[config.mk]
export PLATFORM = sky130hd
export DESIGN_NAME = piso_serializer_flat
export DESIGN_NICKNAME = d
export VERILOG_FILES = /design/src/rtl/piso_if.sv /design/src/rtl/piso_serializer.sv /design/src/flat_wrapper.sv
export SDC_FILE = /design/constraint.sdc
export NUM_CORES = 1
export LEC_CHECK = 0
export CAP_MARGIN = 5
export CORE_MARGIN = 1
export CORE_UTILIZATION = 40
export CTS_CLUSTER_DIAMETER = 150
export DETAILED_ROUTE_END_ITERATION = 8
export GPL_ROUTABILITY_DRIVEN = 0
export PLACE_DENSITY = 0.67
export SLEW_MARGIN = 40
export SYNTH_ARGS = -nofsm -noshare
export SYNTH_HDL_FRONTEND = slang
export SYNTH_SLANG_ARGS = --single-unit
[constraint.sdc]
create_clock -name clk -period 3.4 [get_ports clk]
set_input_delay 0.68 -clock clk [delete_from_list [all_inputs] [get_ports clk]]
set_output_delay 0.68 -clock clk [all_outputs]
set_load 0.005 [all_outputs]
[src/rtl/piso_if.sv]
// Load-side handshake and serial-side outputs of the PISO serializer.
// The upstream/test side uses the master modport; the serializer uses the slave modport.
interface piso_if #(
  parameter int WIDTH = 8,
  parameter int LANES = 1
);
  logic             load;
  logic [WIDTH-1:0] din;
  logic             ready;
  logic [LANES-1:0] dout;
  logic             dout_valid;
  logic             last;
  logic             busy;

  modport master (
    output load, din,
    input  ready, dout, dout_valid, last, busy
  );

  modport slave (
    input  load, din,
    output ready, dout, dout_valid, last, busy
  );
endinterface

[src/rtl/piso_serializer.sv]
// Parallel-in/serial-out serializer: emits a WIDTH-bit word as WIDTH/LANES beats,
// MSB- or LSB-first, and accepts the next word on the last beat so streams run gapless.
module piso_serializer #(
  parameter int WIDTH     = 8,
  parameter int LANES     = 1,
  parameter bit MSB_FIRST = 1'b1
) (
  input  logic   clk,
  input  logic   reset,
  piso_if.slave  bus
);
  localparam int BEATS = WIDTH / LANES;
  localparam int CW    = (BEATS > 1) ? $clog2(BEATS) : 1;

  typedef enum logic {IDLE, SHIFT} state_t;

  state_t           state_q, state_d;
  logic [WIDTH-1:0] shreg_q, shreg_d;
  logic [CW-1:0]    cnt_q,   cnt_d;

  logic dout_valid;
  logic last;
  logic accept;

  assign dout_valid = (state_q == SHIFT);
  assign last       = dout_valid && (cnt_q == CW'(BEATS - 1));
  // Acceptance ignores reset here; the register block gives reset priority anyway.
  assign accept     = bus.load && ((state_q == IDLE) || last);

  assign bus.ready      = ((state_q == IDLE) || last) && !reset;
  assign bus.dout_valid = dout_valid;
  assign bus.busy       = dout_valid;
  assign bus.last       = last;
  assign bus.dout       = !dout_valid ? '0 :
                          (MSB_FIRST ? shreg_q[WIDTH-1 -: LANES] : shreg_q[LANES-1:0]);

  // NOTE: every variable gets a default before the case so no path leaves it
  // unassigned; otherwise synthesis infers a latch to hold the old value.
  always_comb begin
    state_d = state_q;
    shreg_d = shreg_q;
    cnt_d   = cnt_q;
    unique case (state_q)
      IDLE: begin
        if (accept) begin
          state_d = SHIFT;
          shreg_d = bus.din;
          cnt_d   = '0;
        end
      end
      SHIFT: begin
        if (last) begin
          if (accept) begin
            shreg_d = bus.din;
            cnt_d   = '0;
          end else begin
            state_d = IDLE;
          end
        end else begin
          shreg_d = MSB_FIRST ? (shreg_q << LANES) : (shreg_q >> LANES);
          cnt_d   = cnt_q + CW'(1);
        end
      end
      default: state_d = IDLE;
    endcase
  end

  // NOTE: state registers use non-blocking assignments so every flop samples
  // its pre-edge inputs regardless of the order the simulator runs processes.
  always_ff @(posedge clk) begin
    if (reset) begin
      state_q <= IDLE;
      shreg_q <= '0;
      cnt_q   <= '0;
    end else begin
      state_q <= state_d;
      shreg_q <= shreg_d;
      cnt_q   <= cnt_d;
    end
  end
endmodule

[src/flat_wrapper.sv]
// flat-port wrapper written by rule: the top's interface ports become plain ports
module piso_serializer_flat 
#(
  parameter int WIDTH     = 8,
  parameter int LANES     = 1,
  parameter bit MSB_FIRST = 1'b1
)
  (clk, reset, bus_load, bus_din, bus_ready, bus_dout, bus_dout_valid, bus_last, bus_busy);
  piso_if #(.WIDTH(WIDTH), .LANES(LANES)) bus_i ();
  input  logic clk;
  input  logic reset;
  input wire logic [$bits(bus_i.load)-1:0] bus_load;
  input wire logic [$bits(bus_i.din)-1:0] bus_din;
  output wire logic [$bits(bus_i.ready)-1:0] bus_ready;
  output wire logic [$bits(bus_i.dout)-1:0] bus_dout;
  output wire logic [$bits(bus_i.dout_valid)-1:0] bus_dout_valid;
  output wire logic [$bits(bus_i.last)-1:0] bus_last;
  output wire logic [$bits(bus_i.busy)-1:0] bus_busy;
  assign bus_i.load = bus_load;
  assign bus_i.din = bus_din;
  assign bus_ready = bus_i.ready;
  assign bus_dout = bus_i.dout;
  assign bus_dout_valid = bus_i.dout_valid;
  assign bus_last = bus_i.last;
  assign bus_busy = bus_i.busy;
  piso_serializer #(.WIDTH(WIDTH), .LANES(LANES), .MSB_FIRST(MSB_FIRST)) u_core (.clk(clk), .reset(reset), .bus(bus_i));
endmodule
==> results of run 1 <==
power by group through the flow:
stage	registers [W]	clock network (W)	logic (W)
3_3_place_gp	0.000159	0	0.0000582
3_5_place_dp	0.000159	0	0.0000587
4_1_cts	0.000156	0.000119	0.0000592
2_1_floorplan	0.000158	0	0.0000415
6_report	0.000156	0.000115	0.0000582
5_1_grt	0.000158	0.000129	0.0000642
Yosys cell counts, drive strengths merged:
library cell	number	share of area, %
a211oi	7	14
a21oi	3	4.1
and2	2	1.9
buf	5	7.8
dfxtp	12	37
ha	2	3.9
mux2i	8	12
nand2	2	1.2
nand2b	2	1.9
nand3b	3	8.0
nor2	10	5.8
nor2b	1	0.98
nor3	1	0.78
per-stage QoR:
step | utilization [%] | hold WS (ns) | instances | setup slack, ns
2_1_floorplan | - | 0.468 | 58 | 1.69
3_3_place_gp | 51.1 | 0.489 | 85 | 0.966
3_5_place_dp | 51.1 | 0.490 | 85 | 0.966
4_1_cts | 53.5 | 0.500 | 89 | 0.796
5_1_grt | 53.7 | 0.517 | 89 | 0.720
6_report | 53.7 | 0.497 | 89 | 0.823
final cells by class:
class                      instances  area share, %
clock buffer                       4           4.49
multi-input combinational         41           43.8
sequential                        12           29.7
tap                               16           2.48
timing repair buffer              16           19.5
cell families (layout without fill, tap and decap cells):
family                   count (synthesis)  after routing  share of synthesized area [%]
adder cells (fa/ha/maj)                  2              2                           3.90
flip-flops                              12             12                           37.4
AO/OA/AOI/OAI                           10             10                           17.7
multiplexers                             8              8                           12.5
AND/OR/NAND/NOR                         21             21                           20.7
buffers and inverters                    5             20                           7.80
registers in the layout (all words and copies together), names as in the netlist:
register / cells
u_core.cnt_q: 3
u_core.bus.busy: 1
u_core.shreg_q: 8
layer usage:
| layer | global-route usage, % | vias up | part of all wire, % |
|---|---|---|---|
| li1 | - | 232 | - |
| met3 | 5.17 | 2 | 4.7 |
| met5 | 0 | - | 0 |
| met2 | 21.3 | 8 | 44 |
| met1 | 18.9 | 200 | 51 |
| met4 | 7.50 | 0 | 0.83 |
critical path, cell delays in order (launching register included):
cell	delay (ns)
dfxtp_1	0.34
ha_1	0.20
ha_1	0.20
nor2b_1	0.34
nor2_1	0.09
clkdlybuf4s50_1	0.45
final timing paths:
check / slack, ns / depth (start not counted) / end / start
setup / recovery: 0.82 / 5 / bus_ready / u_core.cnt_q[1]
hold / removal: 0.50 / 2 / u_core.cnt_q[0] / u_core.cnt_q[0]
hold reg to reg: 0.50 / 2 / u_core.cnt_q[0] / u_core.cnt_q[0]
setup reg to reg: 1.84 / 5 / u_core.shreg_q[1] / u_core.cnt_q[1]
==> impl_metrics.csv, run 1 <==
group,metric,value,unit
finish,final-seq-area,240,um2
critical_path,start_kind,"flip-flop",
power,clockPowerShare,35.0,%
die,die_area,1770,um2
critical_path,worst-setup-path-type,"reg -> out",
die,fp.dieH,42.1,um
finish,fin_area,808,um2
routing,vias,442,
routing,ant_nets,0,
grt,grt_usage,14.6,%
die,num_io_pins,16,
die,start_util,42.6,%
grt,antenna_found_initial,0,
timing,fmax,0.388,GHz
routing,drc,0,
power,seqPwrFrac,47.4,%
power,ir_worst_vdd,0.192,mV
power,combPwrFrac,17.6,%
clock_network,cts-htree-levels,1,
synth,synthCells,58,
power,p_sw,0.0000823,W
clock_network,cts_setup_buffers,0,
power,p_int,0.000248,W
timing,fin_crit,2.58,ns
grt,grt_pass1_vias,394,
critical_path,cp_max_fo,6,
timing,clock_skew,0.00154,ns
clock_network,cts_hold_buffers,0,
outcome,status,"finished clean",
synth,synth_fp_nets,71,
finish,layout_commonest_cell,"clkdlybuf4s50_1",
clock_network,cts_sinks,12,
grt,grt_pass1_wl,1870,um
routing,drtIter0Drc,4,
place,io_buffers,15,
finish,fin_nets,87,
timing,final_max_slew_viol_count,0,
routing,drt_wl_total,1080,um
routing,vias_per_cell,4.97,
timing,finalHoldViolations,0,
place,postPlaceCellArea,769,um2
timing,timing.slew.headroom,59.2,%
synth,synth_cell_types,17,
clock_network,cts_buffers,3,
flow_run,max-cap-violations,0,
synth,netlist_area,642,um2
clock_network,cts_resized,0,
timing,grt_setup_unrepaired,"no",
synth,ys_ff_latch,12,
critical_path,required,2.72,ns
critical_path,end_kind,"output pin",
place,dp_hpwl,699,um
die,die_x,42.1,um
routing,dr.pass1.iters,2,
die,row_count,14,
timing,final.setup.tns,0,ns
synth,yosysWarnings,0,
power,p_per_area,408,nW/um2
timing,period_share,75.8,%
clock_network,cts_tree,"done",
synth,syn_area_per_cell,11.1,um2
grt,grt_max_degree,18,
finish,fill_cells,151,
timing,worst_slew_pin_slew,0.611,ns
timing,setup_violations,0,
power,swShare,24.9,%
die,core,1510,um2
routing,drt-wirelength-per-cell,12.2,um
power,power.total,0.000330,W
clock_network,cts-root-buf,"clkbuf_4",
critical_path,cp_data_arrival_time,1.90,ns
clock_network,clkLatencyLatePin,0.27,ns
grt,overflow,0,
power,p_leak,0.348,nW
synth,yosysSeqAreaShare,37.4,%
hold_path,hold_class,"reg -> reg",
finish,final_cell_mix,"clkdlybuf4s50_1 (15), dfxtp_1 (12), nor2_1 (10), mux2i_1 (8), a211oi_2 (7)",
finish,multi_input_area,354,um2
clock_network,clk_path_buf_depth,2,
finish,drive_above_1_share,26.0,%
clock_network,clkTransAtPathRegs,0.08,ns
finish,antennaDiodeCount,0,
finish,area_growth,25.9,%
Note: power is estimated with default switching activity, not from simulation.
==> inputs of run 2 (changes only) <==
--- a/config.mk
+++ b/config.mk
@@ -11,7 +11,7 @@
 export CTS_CLUSTER_DIAMETER = 150
 export DETAILED_ROUTE_END_ITERATION = 8
 export GPL_ROUTABILITY_DRIVEN = 0
-export PLACE_DENSITY = 0.67
+export PLACE_DENSITY = 0.7
 export SLEW_MARGIN = 40
 export SYNTH_ARGS = -nofsm -noshare
 export SYNTH_HDL_FRONTEND = slang
==> constraint.sdc (replaced) <==
create_clock -name clk -period 2.35 [get_ports clk]
set_input_delay 0.47 -clock clk [delete_from_list [all_inputs] [get_ports clk]]
set_output_delay 0.47 -clock clk [all_outputs]
set_load 0.005 [all_outputs]
==> run 2 against run 1 <==
Highest routed layer is now met3; register-to-register slack got worse by 0.91 ns; cell count increased by 2.2%; sequential power increased by 45%; critical endpoint unchanged; routed wire length decreased by 8.3%.
==> impl_metrics.csv, run 2 (synthesis gave the netlist of run 1 again) <==
group,metric,value,unit
hold_path,holdPathStages,2,
die,start_util,42.6,%
die,row_count,14,
finish,fin_nets,89,
clock_network,cts_setup_buffers,0,
routing,vias_per_cell,4.87,
die,fp.dieH,42.1,um
hold_path,hold_class,"reg -> reg",
clock_network,cts_tree,"done",
grt,grt_pass1_wl,1670,um
finish,largest_reg_flops,8,
routing,drtIter0Drc,2,
clock_network,cts_hold_buffers,0,
clock_network,clkLatencyLatePin,0.27,ns
timing,setup_violations,0,
place,dp_cells,87,
finish,final_cell_mix,"clkdlybuf4s50_1 (15), dfxtp_1 (12), nor2_1 (10), mux2i_1 (8), a211oi_2 (7)",
grt,grt_use_met3,6.90,%
timing,grt_setup_unrepaired,"no",
grt,grt_pass1_vias,380,
grt,grt_max_degree,18,
routing,dr.pass1.iters,4,
grt,met2_usage,18.1,%
critical_path,worst-setup-path-type,"reg -> out",
critical_path,reg2reg_depth,6,
power,clockPowerShare,34.3,%
die,die_x,42.1,um
flow_run,max-cap-violations,0,
clock_network,clkTransAtPathRegs,0.08,ns
routing,drt_wl_total,993,um
power,ir_worst_vdd,0.388,mV
routing,vias,443,
routing,drc,0,
critical_path,end_kind,"output pin",
routing,drt-wirelength-per-cell,10.9,um
finish,stdcell_count,91,
timing,period_share,91.3,%
power,p_per_area,579,nW/um2
critical_path,required,1.88,ns
grt,grt-busiest-layer,"met2",
clock_network,cts-root-buf,"clkbuf_4",
power,seqPwrFrac,47.5,%
clock_network,cts_buffers,3,
timing,final.setup.tns,0,ns
finish,drive_above_1_share,26.7,%
die,core,1510,um2
clock_network,cts_resized,0,
grt,grt_usage,12.7,%
critical_path,cp_data_arrival_time,1.68,ns
clock_network,cts_sinks,12,
timing,timing.slew.headroom,58.4,%
clock_network,cts-htree-levels,1,
timing,worst_slew_pin_slew,0.622,ns
power,p_sw,0.000114,W
routing,ant_nets,0,
power,swShare,24.0,%
power,p_leak,0.358,nW
die,die_area,1770,um2
outcome,status,"finished clean",
finish,area_growth,27.9,%
clock_network,clk_path_buf_depth,2,
finish,largest_register,"u_core.shreg_q",
grt,antenna_found_initial,0,
power,p_int,0.000361,W
timing,clock_skew,0.00149,ns
timing,fmax,0.466,GHz
finish,layout_commonest_cell,"clkdlybuf4s50_1",
finish,antennaDiodeCount,0,
power,combPwrFrac,18.2,%
critical_path,start_kind,"flip-flop",
timing,finalHoldViolations,0,
place,dp_hpwl,683,um
timing,fin_crit,2.15,ns
timing,final_max_slew_viol_count,0,
grt,overflow,0,
grt,grt_use_met1,15.6,%
place,io_buffers,15,
critical_path,cp_max_fo,3,
die,num_io_pins,16,
-- run 2: changes by cell type in the layout (fill, tap and decap cells not counted) --
cell and change:
buf_4 +2, nand2b_1 +1, nand2b_2 -1
-- run 2: power by group through the flow --
stage	logic, W	clock network (W)	registers (W)
2_1_floorplan	0.0000601	0	0.000229
3_3_place_gp	0.0000871	0	0.000230
3_5_place_dp	0.0000875	0	0.000231
4_1_cts	0.0000878	0.000173	0.000226
5_1_grt	0.0000937	0.000185	0.000228
6_report	0.0000864	0.000163	0.000226
-- run 2: final timing paths --
| path | startpoint | end | slack [ns] |
|---|---|---|---|
| worst max-delay path | u_core.cnt_q[0] | bus_ready | 0.20 |
| worst min-delay path | u_core.cnt_q[0] | u_core.cnt_q[0] | 0.50 |
| worst max register to register | u_core.cnt_q[1] | u_core.shreg_q[4] | 0.93 |
| worst min register to register | u_core.cnt_q[0] | u_core.cnt_q[0] | 0.50 |
-- run 2: area by class of cell --
class                           count  area [um2]
Tap cell                           16        20.0
Timing Repair Buffer               18         173
Multi-Input combinational cell     41         352
Clock buffer                        4        36.3
Fill cell                         145         686
Sequential cell                    12         240
-- run 2: worst max-delay path: stages, from the launching register on --
cell and delay (ns):
dfxtp_1 0.34, ha_1 0.20, ha_1 0.20, nor2b_1 0.17, nor2_1 0.06, clkdlybuf4s50_1 0.44
-- run 2: stage by stage --
step                      hold slack (ns)  instance area, um2  power [W]  worst slack [ns]  util, %
final                               0.502                 821   0.000475             0.204     54.5
after global routing                0.518                 821   0.000507            0.0659     54.5
after CTS                           0.506                 821   0.000487             0.183     54.5
after detailed placement            0.489                 785   0.000318             0.350     52.1
after global placement              0.488                 785   0.000317             0.327     52.1
after floorplan                     0.468                 642   0.000289             0.852        -
-- run 2: routing by layer --
metal / wire (um) / share of wire, % / vias up
met1: 495 / 50 / 195
li1: - / - / 235
met5: 0 / 0 / -
met4: 0 / 0 / 0
met2: 417 / 42 / 13
met3: 81 / 8.2 / 0
==> inputs of run 3 (changes only) <==
--- a/config.mk
+++ b/config.mk
@@ -6,12 +6,14 @@
 export NUM_CORES = 1
 export LEC_CHECK = 0
 export CAP_MARGIN = 5
+export CELL_PAD_IN_SITES_DETAIL_PLACEMENT = 2
+export CELL_PAD_IN_SITES_GLOBAL_PLACEMENT = 2
 export CORE_MARGIN = 1
-export CORE_UTILIZATION = 40
+export CORE_UTILIZATION = 26
 export CTS_CLUSTER_DIAMETER = 150
 export DETAILED_ROUTE_END_ITERATION = 8
 export GPL_ROUTABILITY_DRIVEN = 0
-export PLACE_DENSITY = 0.7
+export PLACE_DENSITY_LB_ADDON = 0.1
 export SLEW_MARGIN = 40
 export SYNTH_ARGS = -nofsm -noshare
 export SYNTH_HDL_FRONTEND = slang
==> run 3 against run 2 <==
Die area increased by 51%; maximum frequency fell by 0.85%; clock power about the same; largest cell class unchanged; non-clock buffer count rose by 2; routed wire length grew 39%.
==> impl_metrics.csv, run 3 (synthesis gave the netlist of run 1 again) <==
group,metric,value,unit
outcome,status,"finished clean",
routing,drt-wirelength-per-cell,13.1,um
critical_path,critPathMostFrequentCell,"ha_1",
timing,timing.slew.headroom,56.6,%
timing,fin_crit,2.16,ns
timing,worst_slew_pin_slew,0.650,ns
die,die_x,51.7,um
finish,fin_util,37.4,%
grt,antenna_found_initial,0,
clock_network,cts_setup_buffers,0,
routing,drt_wl_total,1380,um
finish,multi_input_area,352,um2
clock_network,clkLatencyLatePin,0.27,ns
clock_network,clkTransAtPathRegs,0.08,ns
finish,layout_commonest_cell,"clkdlybuf4s50_1",
grt,grt_usage,12.3,%
clock_network,cts_hold_buffers,0,
die,fp.dieH,51.7,um
clock_network,clk_path_buf_depth,2,
critical_path,cp_max_fo,3,
critical_path,worst-setup-path-type,"reg -> out",
timing,final.setup.tns,0,ns
die,num_io_pins,16,
critical_path,required,1.88,ns
finish,largest_reg_flops,8,
finish,area_growth,32.6,%
critical_path,cp_data_arrival_time,1.69,ns
critical_path,end_kind,"output pin",
routing,vias_per_cell,4.56,
grt,grt_max_degree,13,
timing,clock_skew,0.00241,ns
die,row_count,17,
hold_path,hold_class,"reg -> reg",
critical_path,cpPeakStageDelay,0.52,ns
finish,fill_cells,249,
grt,grt_pass1_vias,555,
power,power.total,0.000484,W
critical_path,crit_family,"buffers and inverters",
clock_network,cts_buffers,3,
critical_path,critPathBufInv,1,
timing,grt_setup_unrepaired,"no",
die,core,2280,um2
finish,largest_register,"u_core.shreg_q",
timing,final_max_slew_viol_count,0,
clock_network,cts_tree,"done",
finish,drive_above_1_share,28.6,%
flow_run,max-cap-violations,0,
routing,vias,479,
timing,setup_violations,0,
critical_path,start_kind,"flip-flop",
routing,dr.pass1.iters,1,
routing,drtIter0Drc,0,
routing,ant_nets,0,
critical_path,cp_slowest_cell,"clkdlybuf4s50_1",
power,p_per_area,569,nW/um2
die,die_area,2670,um2
routing,drc,0,
critical_path,path_cells,"ha_1, ha_1, nor2b_1, nor2_1, clkdlybuf4s50_1",
timing,period_share,92.1,%
grt,grt_pass1_wl,2330,um
place,io_buffers,15,
finish,final-seq-area,240,um2
timing,fmax,0.462,GHz
clock_network,cts-htree-levels,1,
grt,overflow,0,
finish,antennaDiodeCount,0,
clock_network,cts-root-buf,"clkbuf_4",
clock_network,cts_resized,0,
finish,fin_nets,91,
finish,final_cell_mix,"clkdlybuf4s50_1 (15), dfxtp_1 (12), nor2_1 (10), mux2i_1 (8), a211oi_2 (7)",
clock_network,cts_sinks,12,
place,dp_hpwl,999,um
timing,finalHoldViolations,0,
timing,holdWs,0.503,ns
power,ir_worst_vdd,0.188,mV
power,p_leak,0.367,nW
die,start_util,28.2,%
==> run 3: changes by cell type in the layout (fill, tap and decap cells not counted), sizes merged <==
cell  previous run  this run
buf              3         5
==> run 3: layout make-up <==
class                   count  share of cell area [%]
repair buffers             20                    22.1
multi-input cells          41                    41.3
flip-flops and latches     12                    28.2
clock buffers               4                    4.26
well taps                  28                    4.12
==> run 3: metrics by stage <==
stage | instance area (um2) | setup slack (ns) | std cells
floorplan | 642 | 0.852 | 58
finish | 851 | 0.186 | 105
CTS | 851 | 0.140 | 105
global placement | 815 | 0.287 | 101
global route | 851 | 0.0626 | 105
detailed placement | 815 | 0.319 | 101
==> run 3: layer usage <==
layer	vias up	track usage, %	share of wire (%)
met5	-	0	0
met4	0	6.76	0.73
met3	2	2.63	3.9
met2	9	22.5	52
met1	228	12.8	44
li1	240	-	-
==> run 3: where the power goes <==
group	total [W]	leakage, nW	internal (W)	switching (W)
clock network	0.000165	0.0210	0.0000941	0.0000713
registers	0.000226	0.0991	0.000218	0.00000868
logic	0.0000921	0.247	0.0000518	0.0000403
==> run 3: tightest hold or removal path, delay by kind of cell, from the launching register on <==
| kind | cells | cell delay [ns] |
|---|---|---|
| AO/OA/AOI/OAI | 1 | 0.05 |
| flip-flops | 1 | 0.34 |
| AND/OR/NAND/NOR | 1 | 0.08 |
==> run 3: final timing paths <==
path                                 startpoint           endpoint  slack (ns)  cells past startpoint
worst min register to register  u_core.cnt_q[1]    u_core.cnt_q[1]        0.50                      2
worst max-delay path            u_core.cnt_q[1]          bus_ready        0.19                      5
worst min-delay path            u_core.cnt_q[1]    u_core.cnt_q[1]        0.50                      2
worst max register to register  u_core.cnt_q[0]  u_core.shreg_q[1]        0.94                      6
